===== src/rtl/mem_port_arbiter_if.sv =====
// Bus bundle shared by the fetch port, the data port and physical memory.
// The arbiter takes the slave view; the ports plus memory take the master view.
interface mem_port_arbiter_if #(
  parameter int ADDR_WIDTH = 16,
  parameter int LINE_WIDTH = 128
);
  // Handshake: a port raises its strobe with address/wdata and holds all of them
  // stable until it sees a one-cycle resp; pmem_resp likewise completes the
  // granted memory access in exactly the cycle it is high.
  logic                  i_read;
  logic [ADDR_WIDTH-1:0] i_address;
  logic [LINE_WIDTH-1:0] i_rdata;
  logic                  i_resp;

  logic                  d_read;
  logic                  d_write;
  logic [ADDR_WIDTH-1:0] d_address;
  logic [LINE_WIDTH-1:0] d_wdata;
  logic [LINE_WIDTH-1:0] d_rdata;
  logic                  d_resp;

  logic                  pmem_read;
  logic                  pmem_write;
  logic [ADDR_WIDTH-1:0] pmem_address;
  logic [LINE_WIDTH-1:0] pmem_wdata;
  logic [LINE_WIDTH-1:0] pmem_rdata;
  logic                  pmem_resp;

  logic                  arb_busy;
  logic                  arb_grant_d;

  modport slave (
    input  i_read, i_address, d_read, d_write, d_address, d_wdata,
    input  pmem_rdata, pmem_resp,
    output i_rdata, i_resp, d_rdata, d_resp,
    output pmem_read, pmem_write, pmem_address, pmem_wdata,
    output arb_busy, arb_grant_d
  );

  modport master (
    output i_read, i_address, d_read, d_write, d_address, d_wdata,
    output pmem_rdata, pmem_resp,
    input  i_rdata, i_resp, d_rdata, d_resp,
    input  pmem_read, pmem_write, pmem_address, pmem_wdata,
    input  arb_busy, arb_grant_d
  );
endinterface


===== src/rtl/mem_port_arbiter.sv =====
// Round-robin arbiter sharing one physical memory port between the fetch (I)
// and MEM-stage (D) ports; one transaction at a time, never preempted.
module mem_port_arbiter #(
  parameter int ADDR_WIDTH = 16,
  parameter int LINE_WIDTH = 128
) (
  input  logic       clk,
  input  logic       reset,
  mem_port_arbiter_if.slave bus,
  output logic [1:0] state_dbg
);

  typedef enum logic [1:0] {
    IDLE    = 2'd0,
    SERVE_I = 2'd1,
    SERVE_D = 2'd2
  } state_e;

  state_e                state_q, state_n;
  logic                  last_d_q, last_d_n;
  logic                  i_req, d_req;
  logic [ADDR_WIDTH-1:0] addr_c;
  logic [LINE_WIDTH-1:0] wdata_c;

  assign i_req     = bus.i_read;
  assign d_req     = bus.d_read | bus.d_write;
  assign state_dbg = state_q;

  always_ff @(posedge clk) begin
    if (reset) begin
      state_q  <= IDLE;
      last_d_q <= 1'b0;
    end else begin
      state_q  <= state_n;
      last_d_q <= last_d_n;
    end
  end

  always_comb begin
    state_n         = state_q;
    last_d_n        = last_d_q;
    addr_c          = '0;
    wdata_c         = '0;
    bus.pmem_read   = 1'b0;
    bus.pmem_write  = 1'b0;
    bus.i_resp      = 1'b0;
    bus.d_resp      = 1'b0;
    bus.arb_busy    = 1'b0;
    bus.arb_grant_d = 1'b0;
    unique case (state_q)
      IDLE: begin
        // On a tie the port not served last wins; a memory resp here is ignored.
        if (i_req && d_req) state_n = last_d_q ? SERVE_I : SERVE_D;
        else if (i_req)     state_n = SERVE_I;
        else if (d_req)     state_n = SERVE_D;
      end
      SERVE_I: begin
        bus.pmem_read = 1'b1;
        addr_c        = bus.i_address;
        bus.arb_busy  = 1'b1;
        if (bus.pmem_resp) begin
          bus.i_resp = ~reset;
          state_n    = IDLE;
          last_d_n   = 1'b0;
        end
      end
      SERVE_D: begin
        // A simultaneous read+write request is carried out as a write.
        bus.pmem_read   = bus.d_read & ~bus.d_write;
        bus.pmem_write  = bus.d_write;
        addr_c          = bus.d_address;
        wdata_c         = bus.d_wdata;
        bus.arb_busy    = 1'b1;
        bus.arb_grant_d = 1'b1;
        if (bus.pmem_resp) begin
          bus.d_resp = ~reset;
          state_n    = IDLE;
          last_d_n   = 1'b1;
        end
      end
      default: state_n = IDLE;
    endcase
  end

  assign bus.pmem_address = addr_c;
  assign bus.pmem_wdata   = wdata_c;
  assign bus.i_rdata      = bus.pmem_rdata;
  assign bus.d_rdata      = bus.pmem_rdata;

endmodule


===== src/flat_wrapper.sv =====
// flat-port wrapper written by rule: the top's interface ports become plain ports
module mem_port_arbiter_flat 
#(
  parameter int ADDR_WIDTH = 16,
  parameter int LINE_WIDTH = 128
)
  (clk, reset, state_dbg, bus_i_read, bus_i_address, bus_d_read, bus_d_write, bus_d_address, bus_d_wdata, bus_pmem_rdata, bus_pmem_resp, bus_i_rdata, bus_i_resp, bus_d_rdata, bus_d_resp, bus_pmem_read, bus_pmem_write, bus_pmem_address, bus_pmem_wdata, bus_arb_busy, bus_arb_grant_d);
  mem_port_arbiter_if #(.ADDR_WIDTH(ADDR_WIDTH), .LINE_WIDTH(LINE_WIDTH)) bus_i ();
  input  logic clk;
  input  logic reset;
  output logic [1:0] state_dbg;
  input wire logic [$bits(bus_i.i_read)-1:0] bus_i_read;
  input wire logic [$bits(bus_i.i_address)-1:0] bus_i_address;
  input wire logic [$bits(bus_i.d_read)-1:0] bus_d_read;
  input wire logic [$bits(bus_i.d_write)-1:0] bus_d_write;
  input wire logic [$bits(bus_i.d_address)-1:0] bus_d_address;
  input wire logic [$bits(bus_i.d_wdata)-1:0] bus_d_wdata;
  input wire logic [$bits(bus_i.pmem_rdata)-1:0] bus_pmem_rdata;
  input wire logic [$bits(bus_i.pmem_resp)-1:0] bus_pmem_resp;
  output wire logic [$bits(bus_i.i_rdata)-1:0] bus_i_rdata;
  output wire logic [$bits(bus_i.i_resp)-1:0] bus_i_resp;
  output wire logic [$bits(bus_i.d_rdata)-1:0] bus_d_rdata;
  output wire logic [$bits(bus_i.d_resp)-1:0] bus_d_resp;
  output wire logic [$bits(bus_i.pmem_read)-1:0] bus_pmem_read;
  output wire logic [$bits(bus_i.pmem_write)-1:0] bus_pmem_write;
  output wire logic [$bits(bus_i.pmem_address)-1:0] bus_pmem_address;
  output wire logic [$bits(bus_i.pmem_wdata)-1:0] bus_pmem_wdata;
  output wire logic [$bits(bus_i.arb_busy)-1:0] bus_arb_busy;
  output wire logic [$bits(bus_i.arb_grant_d)-1:0] bus_arb_grant_d;
  assign bus_i.i_read = bus_i_read;
  assign bus_i.i_address = bus_i_address;
  assign bus_i.d_read = bus_d_read;
  assign bus_i.d_write = bus_d_write;
  assign bus_i.d_address = bus_d_address;
  assign bus_i.d_wdata = bus_d_wdata;
  assign bus_i.pmem_rdata = bus_pmem_rdata;
  assign bus_i.pmem_resp = bus_pmem_resp;
  assign bus_i_rdata = bus_i.i_rdata;
  assign bus_i_resp = bus_i.i_resp;
  assign bus_d_rdata = bus_i.d_rdata;
  assign bus_d_resp = bus_i.d_resp;
  assign bus_pmem_read = bus_i.pmem_read;
  assign bus_pmem_write = bus_i.pmem_write;
  assign bus_pmem_address = bus_i.pmem_address;
  assign bus_pmem_wdata = bus_i.pmem_wdata;
  assign bus_arb_busy = bus_i.arb_busy;
  assign bus_arb_grant_d = bus_i.arb_grant_d;
  mem_port_arbiter #(.ADDR_WIDTH(ADDR_WIDTH), .LINE_WIDTH(LINE_WIDTH)) u_core (.clk(clk), .reset(reset), .bus(bus_i), .state_dbg(state_dbg));
endmodule

===== config.mk =====
export PLATFORM = sky130hd
export DESIGN_NAME = mem_port_arbiter_flat
export DESIGN_NICKNAME = d
export VERILOG_FILES = /design/src/rtl/mem_port_arbiter_if.sv /design/src/rtl/mem_port_arbiter.sv /design/src/flat_wrapper.sv
export SDC_FILE = /design/constraint.sdc
export NUM_CORES = 1
export LEC_CHECK = 0
export BUFFER_PORTS_ARGS = -buffer_cell sky130_fd_sc_hd__buf_2
export CAP_MARGIN = 20
export CORE_AREA = 2 2 276 278
export CTS_CLUSTER_SIZE = 20
export DETAILED_ROUTE_END_ITERATION = 8
export DIE_AREA = 0 0 278 280
export GPL_TIMING_DRIVEN = 0
export SYNTH_ARGS = -nofsm -noshare
export SYNTH_HDL_FRONTEND = slang
export SYNTH_SLANG_ARGS = --single-unit
export TNS_END_PERCENT = 1

===== constraint.sdc =====
create_clock -name clk -period 1.11 [get_ports clk]
set_input_delay 0.0555 -clock clk [delete_from_list [all_inputs] [get_ports clk]]
set_output_delay 0.0555 -clock clk [all_outputs]
set_load 0.05 [all_outputs]

==> metrics.txt <==
Mapped Avg Cell Area=7.13 um^2; Min-Delay Path Class=input pin to register; met3 routed WL=~5500 um; relative slew slack=0.784; final count of hold timing violations=0; Synth Cell Area=~3300 um^2; compound-cell area share of the yosys netlist=0.0497; setup TNS=-66.94 ns; Post-Synth Adder-Cell Area=0.0152; Tot GR Track Use=0.0678; P per Cell Area=between 900 and 1000 nW/um^2; met2 routed WL=about 13000 um; placed instance count=roughly 2000; cell taking the most area after synthesis=buf_4; final worst slack=-0.517 ns; RSZ-0062 raised after global routing=yes; Area after DPL=a little under 8000 um^2; most frequent cell after synthesis=buf_4; Final Util=0.125; Avg WL per Cell=roughly 15 um; CTS Hold Bufs=0; Mapped Cells=around 460; largest net degree at the start of global routing=12; Pwr Total=between 8 and 9 mW; Synth Warn #=0; fraction of layout cells with a size suffix above 1=0.959; first-pass GRT wire length=36300 um; Post-synth EDFFs=0; final cycle utilization of the critical path=1.47; upper clock frequency limit=0.614 GHz; Via density=2.44; XOR/XNOR share of the synthesized area=0; Synth cell types=22; Final Slew Violations=0; I/O pin cnt=approximately 700; largest family of logic cells by synthesized area=buffers and inverters; M1 WL=around 11000 um; kind of critical path=register to primary output; DRT antenna net count=0; Core ar.=75200 um^2; Root Buffer=clkbuf_16; clk sinks=3; Placer Congestion=slightly below 0.9; Die Wd=278 um; maxcap violations=0; Synth top cells by count=buf_4, and2_1, a22oi_1, nor2b_1, clkbuf_2; asr flop ratio synth=0; Initial Util=0.0439; n_diodes=0; die area=roughly 78000 um^2; CTS H-Tree Depth=1; post-layout min period=approximately 1.6 ns; crit end category=primary output; Leakage=around 4.8 nW; CTS buffer count=3; WP data required=1.05 ns; Yosys reg bits=3; Die Y=~280 um; sequential area share after synthesis=0.0182; critical path arrival=~1.6 ns; drt first pass iters=4; post-synth top area share=0.589; routed wire length=29600 um; # setup viols final=about 150; worst vdd ir=about 800 uV; total grt overflow=0; CTS tree=done; num rows=101; crit path max fanout=10; actual slew at the worst max-slew pin=0.326 ns; vias=approximately 5000; clk_skew=0.00315 ns; outcome=finished with violations; Hold WS=between 0.07 and 0.08 ns; mux cell area share after synthesis=0; CTS max path bufs=2; Area contributors post-synth=buf_4, and2_1, a22oi_1; worst skew pair latency=about 0.22 ns; Primary FF master, synth=dfxtp_1; synthesis-to-finish area growth=185%; Post-Syn Nets=761; DP Wirelength=26800 um; post-synthesis simple-gate area fraction=0.302; initial antenna violation count=26; Port Buffer Count=573; failing checks=setup timing; Final Instance Count excl. Fillers=2024; uppermost layer routed=met5; crit start category=register; Remaining DRCs=0; NumNets Final=around 1300; vias in the first global route=4559; DRT iter0 DRCs=roughly 80; clock-pin slew on the worst setup and hold paths=approximately 0.030 ns; design area=~9400 um^2; Post-Place Worst Slack=-1.22 ns
[path summary, 6_finish.rpt]
path | start | end | slack, ns | cells after the start
worst min register to register | u_core.last_d_q$_SDFFE_PP0P_ | u_core.last_d_q$_SDFFE_PP0P_ | 0.53 | 2
worst max register to register | u_core.state_dbg[1]$_SDFFE_PP0P_ | u_core.last_d_q$_SDFFE_PP0P_ | -0.16 | 7
worst max-delay path | u_core.state_dbg[1]$_SDFFE_PP0P_ | bus_pmem_address[13] | -0.52 | 7
worst min-delay path | reset | u_core.state_dbg[1]$_SDFFE_PP0P_ | 0.08 | 2
[cell type report]
type,count,area [um^2]
sequential,3,67.6
multi-input combinational,183,1640
tap,978,1220
clock buffer,4,78.8
buffer,275,2200
timing repair buffer,579,4170
fill,8559,65800
inverter,2,15.0
[placed cells by master (no fill, tap or decap)]
master     instances
nor2b_4           17
ha_4               3
a22oi_2           15
o2111ai_1          1
clkbuf_4           2
and2_2            58
buf_12            40
a21oi_1            2
o21a_2             1
nand2b_1           1
and2_1            27
buf_6             90
and3b_2            2
and2_4            44
buf_2            423
and3b_1            1
nand2_1            2
clkbuf_16          7
ha_2               1
o21ai_1            2
a22oi_1            2
buf_4            280
nand4b_1           1
clkbuf_1           1
dfxtp_4            2
buf_8             15
inv_6              1
nor2_1             2
inv_4              1
nor4b_4            1
dfxtp_1            1
[power by group]
group          switching, mW  leakage [nW]  internal (mW)
registers             0.0228        0.0260          0.121
clock network         0.0980        0.0382          0.474
logic                   5.05          4.73           3.13
[worst max-delay path, cell delays in order, from the launching register on]
cell     delay, ns
dfxtp_4       0.39
inv_4         0.05
ha_2          0.17
buf_6         0.14
buf_12        0.15
a22oi_2       0.22
nor2b_4       0.06
buf_6         0.15
[logic make-up (layout without fill, tap and decap cells)]
group                      after synthesis  after routing
buffers and inverters                  277            860
and+or+nand+nor                        156            156
AOI/OAI and AO/OA                       23             23
adders and majority gates                4              4
DFF                                      3              3
[sequential cells by signal (all words and copies together) (netlist names)]
register,flops
u_core.state_dbg,2
u_core.last_d_q,1
[timing repair]
item	4_1_cts	5_1_grt
resized for setup	394	82
hold endpoints to repair	0	0
endpoints found under the setup margin	153	152
setup buffers	0	4
gates cloned	0	2
pin swaps	23	33
[routing by layer]
metal	GRT usage	up-vias
li1	-	2334
met1	0.0770	2130
met2	0.103	418
met3	0.0545	40
met4	0.00360	24
met5	0	-
(Power assumes the default switching activity.)
